[src/rtl/transmissor_estado_jogo_pkg.sv]
// Shared definitions for the game-state serial transmitter.
// - estado_t        : FSM state encoding, 4 bits wide so it can drive db_estado directly.
// - CABECALHO_PADRAO: default header byte that opens every frame.
// - FRAME_BYTES     : number of bytes in a frame.
// - BITS_POR_BYTE   : bits on the line per byte (start + 8 data + stop).
// - monta_byte      : selects the byte sent at a given frame index.
package transmissor_estado_jogo_pkg;

  typedef enum logic [3:0] {
    OCIOSO       = 4'd0,
    CARREGA      = 4'd1,
    TRANSMITE    = 4'd2,
    PROXIMO_BYTE = 4'd3,
    FINAL        = 4'd4
  } estado_t;

  localparam logic [7:0] CABECALHO_PADRAO = 8'hA5;
  localparam int         FRAME_BYTES      = 3;
  localparam int         BITS_POR_BYTE    = 10;

  // Byte 0 is the header, byte 1 packs the coordinates and byte 2 packs
  // the event flags over the life count. Values are sent raw.
  function automatic logic [7:0] monta_byte(
    input logic [1:0] indice,
    input logic [7:0] cab,
    input logic [3:0] x,
    input logic [3:0] y,
    input logic [3:0] vidas,
    input logic [3:0] flags
  );
    logic [7:0] r;
    case (indice)
      2'd0:    r = cab;
      2'd1:    r = {y, x};
      default: r = {flags, vidas};
    endcase
    return r;
  endfunction

endpackage

[src/rtl/transmissor_estado_jogo_serializador_8n1.sv]
// 8N1 byte serializer.
// - clock, reset  : system clock, asynchronous active-high reset.
// - carregar      : loads dado into the shift register and starts a byte.
// - dado[7:0]     : byte to send, LSB first.
// - saida_serial  : serial line, high when no byte is active.
// - fim_byte      : high during the second-to-last cycle of the stop bit, so
//                   the parent can spend the last stop cycle loading the next
//                   byte without stretching the bit.
module transmissor_estado_jogo_serializador_8n1
  import transmissor_estado_jogo_pkg::*;
#(
  parameter int CICLOS_POR_BIT = 434
) (
  input  logic       clock,
  input  logic       reset,
  input  logic       carregar,
  input  logic [7:0] dado,
  output logic       saida_serial,
  output logic       fim_byte
);

  localparam int             TW       = (CICLOS_POR_BIT > 1) ? $clog2(CICLOS_POR_BIT) : 1;
  localparam logic [TW-1:0]  TICK_FIM = TW'(CICLOS_POR_BIT - 1);
  localparam logic [TW-1:0]  TICK_PRE = TW'(CICLOS_POR_BIT - 2);
  localparam logic [3:0]     BIT_FIM  = 4'(BITS_POR_BYTE - 1);

  logic [BITS_POR_BYTE-1:0] r_desloc;
  logic [TW-1:0]            r_tick;
  logic [3:0]               r_bit;
  logic                     r_ativo;

  always_ff @(posedge clock or posedge reset) begin
    if (reset) begin
      r_desloc <= '0;
      r_tick   <= '0;
      r_bit    <= '0;
      r_ativo  <= 1'b0;
    end else if (carregar) begin
      r_desloc <= {1'b1, dado, 1'b0};
      r_tick   <= '0;
      r_bit    <= '0;
      r_ativo  <= 1'b1;
    end else if (r_ativo) begin
      if (r_tick == TICK_FIM) begin
        r_tick   <= '0;
        r_desloc <= {1'b1, r_desloc[BITS_POR_BYTE-1:1]};
        if (r_bit == BIT_FIM) begin
          r_bit   <= '0;
          r_ativo <= 1'b0;
        end else begin
          r_bit <= r_bit + 4'd1;
        end
      end else begin
        r_tick <= r_tick + TW'(1);
      end
    end
  end

  assign saida_serial = r_ativo ? r_desloc[0] : 1'b1;
  assign fim_byte     = r_ativo && (r_bit == BIT_FIM) && (r_tick == TICK_PRE);

endmodule

[src/rtl/transmissor_estado_jogo.sv]
// Game-state transmitter: on enviar, snapshots the asteroid position, life
// count and event flags and sends them as a 3-byte 8N1 frame
// (header, {y,x}, {perdeu,acertou,colisao,tiro,vidas}).
// - clock, reset           : system clock, asynchronous active-high reset.
// - enviar                 : send request, honoured only when idle.
// - asteroide_x/y, vidas   : 4-bit values captured at the request.
// - tiro/colisao/acertou/perdeu : event flags captured at the request.
// - saida_serial           : serial line, idle high.
// - ocupado                : a frame is in progress.
// - pronto                 : one-cycle pulse right after the last stop bit.
// - db_estado              : current FSM state code.
module transmissor_estado_jogo
  import transmissor_estado_jogo_pkg::*;
#(
  parameter int         CICLOS_POR_BIT = 434,
  parameter logic [7:0] CABECALHO      = CABECALHO_PADRAO
) (
  input  logic       clock,
  input  logic       reset,
  input  logic       enviar,
  input  logic [3:0] asteroide_x,
  input  logic [3:0] asteroide_y,
  input  logic [3:0] vidas,
  input  logic       tiro,
  input  logic       colisao,
  input  logic       acertou,
  input  logic       perdeu,
  output logic       saida_serial,
  output logic       ocupado,
  output logic       pronto,
  output logic [3:0] db_estado
);

  estado_t    r_estado, w_prox;
  logic [1:0] r_indice, w_indice_carga;
  logic [3:0] r_x, r_y, r_vidas, r_flags;
  logic       r_iniciar;
  logic       w_carregar, w_serial, w_fim_byte, w_ultimo;
  logic [7:0] w_dado;

  assign w_ultimo = (r_indice == 2'(FRAME_BYTES - 1));

  always_ff @(posedge clock or posedge reset) begin
    if (reset) begin
      r_estado  <= OCIOSO;
      r_indice  <= '0;
      r_x       <= '0;
      r_y       <= '0;
      r_vidas   <= '0;
      r_flags   <= '0;
      r_iniciar <= 1'b0;
    end else begin
      r_estado  <= w_prox;
      // First byte is launched one cycle into TRANSMITE, which puts the
      // start bit two edges after the capture edge.
      r_iniciar <= (r_estado == CARREGA);
      if (r_estado == OCIOSO && enviar) begin
        r_x     <= asteroide_x;
        r_y     <= asteroide_y;
        r_vidas <= vidas;
        r_flags <= {perdeu, acertou, colisao, tiro};
      end
      if (r_estado == CARREGA) begin
        r_indice <= '0;
      end else if (r_estado == PROXIMO_BYTE && !w_ultimo) begin
        r_indice <= r_indice + 2'd1;
      end
    end
  end

  always_comb begin
    w_prox     = r_estado;
    w_carregar = 1'b0;
    case (r_estado)
      OCIOSO:       if (enviar) w_prox = CARREGA;
      CARREGA:      w_prox = TRANSMITE;
      TRANSMITE: begin
        w_carregar = r_iniciar;
        if (w_fim_byte) w_prox = PROXIMO_BYTE;
      end
      // This cycle is the last cycle of the stop bit; loading here makes
      // the next start bit follow with no gap.
      PROXIMO_BYTE: begin
        if (w_ultimo) begin
          w_prox = FINAL;
        end else begin
          w_carregar = 1'b1;
          w_prox     = TRANSMITE;
        end
      end
      FINAL:        w_prox = OCIOSO;
      default:      w_prox = OCIOSO;
    endcase
  end

  assign w_indice_carga = (r_estado == PROXIMO_BYTE) ? 2'(r_indice + 2'd1) : r_indice;
  assign w_dado = monta_byte(w_indice_carga, CABECALHO, r_x, r_y, r_vidas, r_flags);

  transmissor_estado_jogo_serializador_8n1 #(
    .CICLOS_POR_BIT(CICLOS_POR_BIT)
  ) u_serializador (
    .clock        (clock),
    .reset        (reset),
    .carregar     (w_carregar),
    .dado         (w_dado),
    .saida_serial (w_serial),
    .fim_byte     (w_fim_byte)
  );

  assign saida_serial = (r_estado == TRANSMITE || r_estado == PROXIMO_BYTE) ? w_serial : 1'b1;
  assign ocupado      = (r_estado != OCIOSO);
  assign pronto       = (r_estado == FINAL);
  assign db_estado    = r_estado;

endmodule
[config.mk]
export PLATFORM = sky130hd
export DESIGN_NAME = transmissor_estado_jogo
export DESIGN_NICKNAME = d
export VERILOG_FILES = /design/src/rtl/transmissor_estado_jogo_pkg.sv /design/src/rtl/transmissor_estado_jogo_serializador_8n1.sv /design/src/rtl/transmissor_estado_jogo.sv
export SDC_FILE = /design/constraint.sdc
export NUM_CORES = 1
export LEC_CHECK = 0
export ABC_AREA = 1
export BUFFER_PORTS_ARGS = -buffer_cell sky130_fd_sc_hd__buf_2
export CORE_MARGIN = 2
export CORE_UTILIZATION = 35
export DETAILED_ROUTE_END_ITERATION = 12
export PLACE_DENSITY = 0.65
export SLEW_MARGIN = 25
export SYNTH_ARGS = -nofsm -noshare
export SYNTH_HDL_FRONTEND = slang
export SYNTH_SLANG_ARGS = --single-unit
[constraint.sdc]
create_clock -name clock -period 1.4 [get_ports clock]
set_input_delay 0 -clock clock [delete_from_list [all_inputs] [get_ports clock]]
set_output_delay 0 -clock clock [all_outputs]
set_load 0.01 [all_outputs]
-- After elaboration in Yosys (flattened, before gate mapping)
Index checks and enable logic that the tools add are counted.
- flip-flop bits (word level): 47
- output and inout bits: 7
- word-level logic and storage cells: 65
- add/subtract/negate cells: 3
- equal/unequal tests: 11
- mux-type cells: 26
- reductions and logical operators: 14
- operator list (cell ; number):
    2-to-1 mux 10 bit ; 3
    2-to-1 mux 9 bit ; 3
    2-to-1 mux 4 bit ; 6
    == test 9 bit (second input constant) ; 2
    one-hot mux 4 bit (4 select lines) ; 1
    one-hot mux 8 bit (2 select lines) ; 1
    adder 9 x 1 -> 9 bit (second input constant) ; 1
    == test 4 x 2 -> 1 bit (second input constant) ; 2
    2-to-1 mux 1 bit ; 7
    2-to-1 mux 2 bit ; 3
    nonzero test 2 bit ; 3
    adder 4 x 1 -> 4 bit (second input constant) ; 1
    == test 4 x 1 -> 1 bit (second input constant) ; 1
    == test 4 x 3 -> 1 bit (second input constant) ; 1
    == test 4 bit (second input constant) ; 1
    logical AND 1 bit ; 4
    zero test 4 bit ; 1
    AND reduction 2 bit ; 2
    nonzero test 4 bit ; 1
    2-to-1 mux 3 bit ; 1
    adder 2 x 1 -> 2 bit (second input constant) ; 1
    == test 2 x 1 -> 1 bit (second input constant) ; 1
    == test 2 bit (second input constant) ; 1
    zero test 2 bit ; 1
    other kinds (5) ; 5

-- Longest topological paths before layout
Gate-level depths: netlist (run 1).
- depth after elaboration: 5
- depth in mapped cells: 11
- mapped depth without buffers: 10

-- Hierarchy
Synthesis (run 1) repeated with hierarchy kept, for this count alone.
- cells, all modules: 337
- area, all modules: 2606.2 sq um
- modules (own cells, without submodules) (module ; instances ; cells an instance ; area an instance (sq um)):
    transmissor_estado_jogo_serializador_8n1 ; 1 ; 196 ; 1502.7
    transmissor_estado_jogo ; 1 ; 141 ; 1103.6

-- Worst setup path after synthesis (run 1)
Ideal clock, no wire load.
- kind: register to register
- from: register r_indice[0]
- to: register u_serializador.r_desloc[3]
- setup time: 116 ps
- arrival time: 1341 ps
- data required time: 1284 ps
- path slack: -58 ps
- cell stages (with the launch flop): 10
- buffers on the path: 0
- clock period less this slack: 1458 ps
- cells stage by stage: dfrtp_1 inv_1 ha_1 nand4_2 nand2_2 nand3_1 nand2_1 nand2_1 nand2_1 nand2_1
- longest elaborated chain between the ends: 5
- elaborated cells between the ends (all ways): 12
- those cells by class: 1 x add/sub; 2 x eq/ne; 5 x mux; 4 x reduce/logical
- RTL lines (element ; line ; RTL):
    from (decl) ; transmissor_estado_jogo.sv:35 ; logic [1:0] r_indice, w_indice_carga;
    from (signal assigned) ; transmissor_estado_jogo.sv:66 ; r_indice <= r_indice + 2'd1;
    adder 2 x 1 -> 2 bit / == test 2 bit (equally long branches) ; transmissor_estado_jogo.sv:96, transmissor_estado_jogo.sv:41 ;
    2-to-1 mux 2 bit / 2-to-1 mux 1 bit (equally long branches) ; transmissor_estado_jogo.sv:96, transmissor_estado_jogo.sv:84 ;
    == test 2 x 1 -> 1 bit (tied with other cells) ; transmissor_estado_jogo_pkg.sv:32 ; case (indice)
    one-hot mux 8 bit (2 select lines) / nonzero test 2 bit (equally long branches) ; -- ;
    2-to-1 mux 10 bit / AND reduction 2 bit (equally long branches) ; -- ;
    to (signal assigned) ; transmissor_estado_jogo_serializador_8n1.sv:39 ; r_desloc <= {1'b1, dado, 1'b0};
    to (signal assigned) ; transmissor_estado_jogo_serializador_8n1.sv:46 ; r_desloc <= {1'b1, r_desloc[BITS_POR_BYTE-1:1]};
    to (decl) ; transmissor_estado_jogo_serializador_8n1.sv:27 ; logic [BITS_POR_BYTE-1:0] r_desloc;
Parallel ways exist; a longest one is shown, timed or not.
A chain may end at the register's enable or synchronous reset.

-- Worst setup path in the final report (run 1)
- from: register u_serializador.r_tick[1]
- to: register u_serializador.r_desloc[1]
- longest elaborated chain between the ends: 3
- RTL lines (element ; line ; RTL):
    from (decl) ; transmissor_estado_jogo_serializador_8n1.sv:28 ; logic [TW-1:0] r_tick;
    from (signal assigned) ; transmissor_estado_jogo_serializador_8n1.sv:54 ; r_tick <= r_tick + TW'(1);
    == test 9 bit ; transmissor_estado_jogo_serializador_8n1.sv:44 ; if (r_tick == TICK_FIM) begin
    nonzero test 2 bit (no source line) ; -- ;
    AND reduction 2 bit (no source line) ; -- ;
Every way passes these cells.

==> impl_results.md, run 1 <==
* Status: complete, but fails checks
* Failing checks: negative setup slack
* Switching Share at 40.8%
* Residual DRC count at 0
* Placer Congestion at 0.792
* Clk pwr share at 14.2%
* Chip Height at 86.7 um
* Initial Utilization at 35.6%
* Combinational Power Share at 54.1%
* Worst EP arrival at 1.65 ns
* GRT Residual Overflow at 0
* Hold_ws at 0.207 ns
* Worst Path Max Fanout at 18
* Die area at 7520 um2
* Syn_area_per_cell at 8.12 um2
* Layout Nets at 403
* Post-synthesis register bit count at 46
* CTS clk-pin slew, worst paths at 0.09 ns
* Number of global-route vias before repair at 2186
* Num CTS Buffers at 5
* Switching pwr at 2.89 mW
* Largest net degree at the start of global routing at 32
* Register area share after synthesis at 48.1%
* Cells after Synth at 295
* DRT iter0 DRCs at 74
* Area share of the largest cell type after synthesis at 48.1%
* Warnings from Yosys at 0
* Core Area at 6720 um2
* Clk buf depth at 2
* Req. time, crit path at 1.59 ns
* Leak pwr at 1.64 nW
* Layout cells sized above 1 at 35.6%
* Fin cells at 459
* Synth unique cells at 31
* Synthesis-to-layout area growth at 44.0%
* Post-DP HPWL at 3710 um
* Synth area leaders: dfrtp_1 (48%), nand2_1 (9.4%), nand3_1 (6.3%)
* Final Hold Viols at 0
* Post-DRT Antenna Nets at 0
* Routed via count at 2219
* Final WL at 5680 um
* Critical Path Source Type: register
* Setup violations, final at 12
* RSZ-0062 raised after global routing: true
* CTS tree: done
* Setup TNS at -0.343 ns
* Placed Cells at 422
* Die extent in x at 86.7 um
* Worst-Skew Late Latency at 0.30 ns
* Critical path class: reg -> reg
* Max-slew violation count at 0
* Pwr per Cell Area at 2050 nW/um2
* Drt first pass iters at 4
* Layout Skew at 0.00550 ns
* Commonest non-fill, non-tap cells in the layout: nand2_1 (55), dfrtp_1 (43), buf_4 (32), nor2_1 (31), nand3_1 (26)
* Min-delay worst type: in -> async
* WL/cell at 12.4 um
* Gr usage total at 15.7%
* Max IR drop VDD at 1.11 mV
* Number of I/O port buffers at 24
* Crit end category: register
* Final setup margin at -0.0582 ns
* Layout fillers at 605
* Post-Syn Nets at 320
* Sequential Power Share at 31.7%
* CTS Root Buffer Type: clkbuf_8
* First-pass GRT wire length at 9480 um
* Max H-tree Level at 2
* Number of antenna diodes at 0
* Area leader, netlist: dfrtp_1
* Tmin final at 1.46 ns
* Post-Syn Area at 2390 um2
* Commonest non-fill, non-tap cell in the layout: nand2_1
* Peak Freq at 686 MHz
* Ports at 26
* Num rows at 30
* Internal at 4.19 mW
* Max-Cap Viols at 0
* Vias per cell at 4.83
* Initial antenna violation count at 0
* Clk sinks at 46
* Period utilization at 104%
layer usage:
metal  routed length, um  GRT usage [%]
met1                2510           19.7
met2                2940           27.5
met3                 172           2.67
met4                  63           4.69
met5                   0              0
power groups by stage:
stage	clock, mW	combinational, mW	sequential [mW]
2_1_floorplan	0	2.07	2.15
6_report	1.01	3.83	2.24
3_5_place_dp	0	3.07	2.21
5_1_grt	1.07	4.28	2.31
4_1_cts	1.03	3.37	2.19
3_3_place_gp	0	3.00	2.19
synthesized netlist by cell type:
library cell	number
nand2_1	60
dfrtp_1	46
nor2_1	40
inv_1	33
nand3_1	30
o21ai_0	15
a21oi_1	13
mux2_2	9
nor3_1	7
ha_1	6
nand4_1	4
buf_2	3
buf_4	3
clkinv_1	3
nand2_2	3
nor2_2	3
inv_2	2
xor2_1	2
a21oi_2	1
a31oi_1	1
buf_6	1
clkbuf_1	1
conb_1	1
nand2_4	1
nand3_2	1
nand3b_1	1
nand4_2	1
nor3b_1	1
o21ai_2	1
o22ai_1	1
xnor2_1	1
final timing paths:
kind | start | to | slack [ns] | cells past startpoint
setup / recovery | u_serializador.r_tick[1]$_DFFE_PP0P_ | u_serializador.r_desloc[1]$_DFFE_PP0P_ | -0.06 | 10
hold / removal | reset | db_estado[1]$_DFFE_PP0P_ | 0.21 | 3
setup reg to reg | u_serializador.r_tick[1]$_DFFE_PP0P_ | u_serializador.r_desloc[1]$_DFFE_PP0P_ | -0.06 | 10
hold reg to reg | u_serializador.r_desloc[9]$_DFFE_PP0P_ | u_serializador.r_desloc[9]$_DFFE_PP0P_ | 0.46 | 2
max in group asynchronous | reset | db_estado[0]$_DFFE_PP0P_ | 0.71 | 4
min in group clock | u_serializador.r_desloc[9]$_DFFE_PP0P_ | u_serializador.r_desloc[9]$_DFFE_PP0P_ | 0.46 | 2
timing repair:
action / 4_1_cts / 5_1_grt
hold buffers: 18 / 0
gates resized for setup: 22 / 48
buffers inserted: 3 / 7
endpoints found under the setup margin: 19 / 25
gates cloned: 1 / 0
pin swaps: 6 / 8
hold endpoints to repair: 44 / 0
final cells by class:
class / count / area (um2) / area share (%)
Multi-Input combinational cell: 204 / 1260 / 36.7
Sequential cell: 46 / 1150 / 33.5
Timing Repair Buffer: 83 / 672 / 19.5
Inverter: 38 / 148 / 4.28
Tap cell: 80 / 100 / 2.90
Clock buffer: 6 / 72.6 / 2.10
Clock inverter: 2 / 37.5 / 1.09
registers in the layout (all words and copies together) (netlist names):
signal,cells
r_iniciar,1
u_serializador.r_desloc,10
u_serializador.r_ativo,1
r_x,4
r_indice,2
r_y,4
u_serializador.r_bit,4
db_estado,3
r_flags,4
r_vidas,4
u_serializador.r_tick,9
per-stage QoR:
stage | utilization [%] | worst slack [ns] | power, mW | area (um2)
5_1_grt | 51.3 | -0.186 | 7.66 | 3450
4_1_cts | 48.5 | -0.0428 | 6.59 | 3260
6_report | 51.3 | -0.0582 | 7.09 | 3450
3_3_place_gp | 42.3 | -0.114 | 5.19 | 2840
2_1_floorplan | - | -0.00487 | 4.22 | 2410
3_5_place_dp | 42.3 | -0.193 | 5.27 | 2840
worst max-delay path: stages, from the launching register on:
cell and delay, ns:
dfrtp_1 0.41, inv_2 0.08, ha_4 0.12, nand2_2 0.05, inv_2 0.07, nand2_2 0.06
nor2_4 0.16, a21oi_4 0.09, buf_12 0.16, nor2_1 0.08, a21oi_1 0.07
logic make-up (layout without fill, tap and decap cells):
| kind of cell | Yosys count | after routing | share of synthesized area, % |
|---|---|---|---|
| compound gates | 32 | 32 | 7.11 |
| xor+xnor | 3 | 3 | 1.10 |
| fa+ha+maj | 6 | 6 | 3.13 |
| buf+inv | 46 | 129 | 8.15 |
| flops | 46 | 46 | 48.1 |
| mux | 9 | 9 | 4.23 |
| other cells | 1 | 1 | 0.157 |
| simple gates | 152 | 153 | 28.1 |
Note: power is estimated with default switching activity, not from simulation.
==> run 2, diff against run 1 <==
--- a/config.mk
+++ b/config.mk
@@ -10,7 +10,7 @@
 export CORE_MARGIN = 2
 export CORE_UTILIZATION = 35
 export DETAILED_ROUTE_END_ITERATION = 12
-export PLACE_DENSITY = 0.65
+export PLACE_DENSITY = 0.63
 export SLEW_MARGIN = 25
 export SYNTH_ARGS = -nofsm -noshare
 export SYNTH_HDL_FRONTEND = slang
==> constraint.sdc (replaced) <==
create_clock -name clock -period 1.5 [get_ports clock]
set_input_delay 0 -clock clock [delete_from_list [all_inputs] [get_ports clock]]
set_output_delay 0 -clock clock [all_outputs]
set_load 0.01 [all_outputs]
==> run 2 against run 1 <==
The run still ends with negative setup slack left; sequential power down 6%; flip-flop and latch count unchanged; design area down 4.5%; via count down 3.1%; cell count down 2.0%; total power down 11%; setup slack better by 0.014 ns; register-to-register slack about the same; sequential share of layout area up 1.6 points; clock power down 23%; combinational power down 11%; global-route usage down 1.6 points; critical path type unchanged; critical endpoint unchanged; highest routed layer unchanged.
==> impl_results.md, run 2 (same netlist as run 1, synthesis figures left out) <==
* Synthesis-to-layout area growth at 37.5%
* Residual DRC count at 0 (unchanged)
* Core Area at 6720 um2 (unchanged)
* CTS clk-pin slew, worst paths at 0.08 ns (about the same)
* Chip Height at 86.7 um (unchanged)
* Number of global-route vias before repair at 1953 (-11%)
* Max IR drop VDD at 0.969 mV (-12%)
* CTS Root Buffer Type: clkbuf_8
* CP most frequent cell: nand2_2
* Crit path cell chain: ha_2 > nand2_2 > inv_2 > nand2_2 > nor2_4 > a21oi_4 > clkbuf_16 > nor2_1 > a21oi_1
* Worst-Margin Slew at 0.595 ns
* Max H-tree Level at 2 (unchanged)
* Initial antenna violation count at 0 (unchanged)
* Final setup margin at -0.0438 ns (+0.0144 ns)
* Final Cell Area at 3290 um2 (-4.5%)
* Worst-Skew Late Latency at 0.30 ns (about the same)
* Vias per cell at 4.78 (-1.1%)
* Routed via count at 2151 (-3.1%)
* Layout cells sized above 1 at 32.7% (-2.9 points)
* Drt first pass iters at 4 (unchanged)
* Status: complete, but fails checks
* Max-Cap Viols at 0 (unchanged)
* Post-DRT Antenna Nets at 0 (unchanged)
* Gr usage total at 14.1% (-1.6 points)
* Dpl cell area at 2750 um2 (-3.2%)
* CTS tree: done
* Largest net degree at the start of global routing at 47 (+47%)
* Num CTS Buffers at 5 (unchanged)
* Layout Skew at 0.00618 ns (+0.000687 ns)
* Crit end category: register
* Initial Utilization at 35.6% (unchanged)
* Setup violations, final at 7 (-5)
* Top flop regs: u_serializador.r_desloc x10, u_serializador.r_tick x9
* Hold_ws at 0.391 ns (+0.185 ns)
* Placer Congestion at 0.788 (-0.59%)
* Worst Path Max Fanout at 5 (-13)
* DRT iter0 DRCs at 93 (+26%)
* Commonest non-fill, non-tap cell in the layout: nand2_1
* Number of I/O port buffers at 24 (unchanged)
* Min-delay worst type: in -> async
* Pwr per Cell Area at 1910 nW/um2 (-7.0%)
* Final WL at 5250 um (-7.7%)
* Reg with most FFs: u_serializador.r_desloc
* Crit-path slowest cell: dfrtp_1
* Commonest non-fill, non-tap cells in the layout: nand2_1 (50), dfrtp_1 (44), nor2_1 (33), inv_1 (28)
* Final Hold Viols at 0 (unchanged)
* WL/cell at 11.7 um (-5.8%)
* Num rows at 30 (unchanged)
* Max-slew violation count at 0 (unchanged)
* Critical path class: reg -> reg
* Critical Path Source Type: register
* Worst path max stage delay at 0.41 ns (about the same)
* Headroom to the max-slew limit at 60.3%
* First-pass GRT wire length at 8430 um (-11%)
* Number of antenna diodes at 0 (unchanged)
* Period utilization at 103% (-1.2 points)
* Tmin final at 1.54 ns (+0.0856 ns)
* GRT Residual Overflow at 0 (unchanged)
* Worst EP arrival at 1.77 ns (+0.12 ns)
* Leak pwr at 1.59 nW (-3.0%)
* Die area at 7520 um2 (unchanged)
* Ports at 26 (unchanged)
* Failing checks: negative setup slack
* Layout Nets at 394 (-2.2%)
* Die extent in x at 86.7 um (unchanged)
* RSZ-0062 raised after global routing: true
* Peak Freq at 648 MHz (-5.5%)
* Clk sinks at 46 (unchanged)
* Clk buf depth at 2 (unchanged)
* Max reg flops at 10 (unchanged)
* Post-DP HPWL at 3450 um (-6.8%)
* Req. time, crit path at 1.73 ns (+0.14 ns)
## run 2: area by class of cell
class	instances	area, um2
clock inverters	1	5.00
well taps	80	100
inverters	38	143
flip-flops and latches	46	1150
clock buffers	7	86.3
fillers	616	3430
repair buffers	74	604
multi-input cells	204	1200
## run 2: power breakdown
part	leakage (nW)	switching [mW]	total, mW	internal [mW]
logic	0.986	1.79	3.42	1.63
clock network	0.0482	0.405	0.778	0.372
registers	0.554	0.348	2.10	1.75
## run 2: final timing paths
check / cells past startpoint / end / slack [ns] / startpoint
max in group asynchronous: 4 / db_estado[1]$_DFFE_PP0P_ / 0.69 / reset
worst max register to register: 9 / u_serializador.r_desloc[1]$_DFFE_PP0P_ / -0.04 / u_serializador.r_tick[0]$_DFFE_PP0P_
worst max-delay path: 9 / u_serializador.r_desloc[1]$_DFFE_PP0P_ / -0.04 / u_serializador.r_tick[0]$_DFFE_PP0P_
worst min-delay path: 4 / db_estado[0]$_DFFE_PP0P_ / 0.39 / reset
min in group clock: 2 / u_serializador.r_desloc[9]$_DFFE_PP0P_ / 0.45 / u_serializador.r_desloc[9]$_DFFE_PP0P_
worst min register to register: 2 / u_serializador.r_desloc[9]$_DFFE_PP0P_ / 0.45 / u_serializador.r_desloc[9]$_DFFE_PP0P_
## run 2: repair_timing
item,in CTS,in global routing
endpoints found under the hold margin,63,0
hold buffers,18,0
cloned,0,3
pin swaps,2,12
setup endpoints to repair,14,20
resized for setup,5,39
buffers inserted,1,7
## run 2: metal layers
metal / share of wire, % / wire (um) / GRT usage, % / vias up
li1: - / - / - / 1097
met1: 46 / 2420 / 18.0 / 1026
met2: 50 / 2640 / 23.1 / 22
met3: 2.0 / 106 / 2.67 / 6
met4: 1.4 / 75 / 6.53 / 0
met5: 0 / 0 / 0 / -
## run 2: metrics by stage
step           setup WS, ns  total power, mW  std cells  utilization (%)  TNS [ns]
3_3_place_gp        -0.0236             4.74        413             41.0   -0.0236
2_1_floorplan        0.0422             3.91        295                -         0
4_1_cts             -0.0326             5.72        440             45.5   -0.0346
5_1_grt              -0.104             6.85        450             49.0     -1.32
6_report            -0.0438             6.29        450             49.0    -0.191
3_5_place_dp        -0.0635             4.81        413             41.0    -0.138
## run 2: critical path: cells and delay by family, from the launching register on
| kind | cells | cell delay [ns] |
|---|---|---|
| DFF | 1 | 0.41 |
| AOI/OAI and AO/OA | 2 | 0.40 |
| buffers and inverters | 2 | 0.25 |
| and+or+nand+nor | 4 | 0.22 |
| adders and majority gates | 1 | 0.18 |
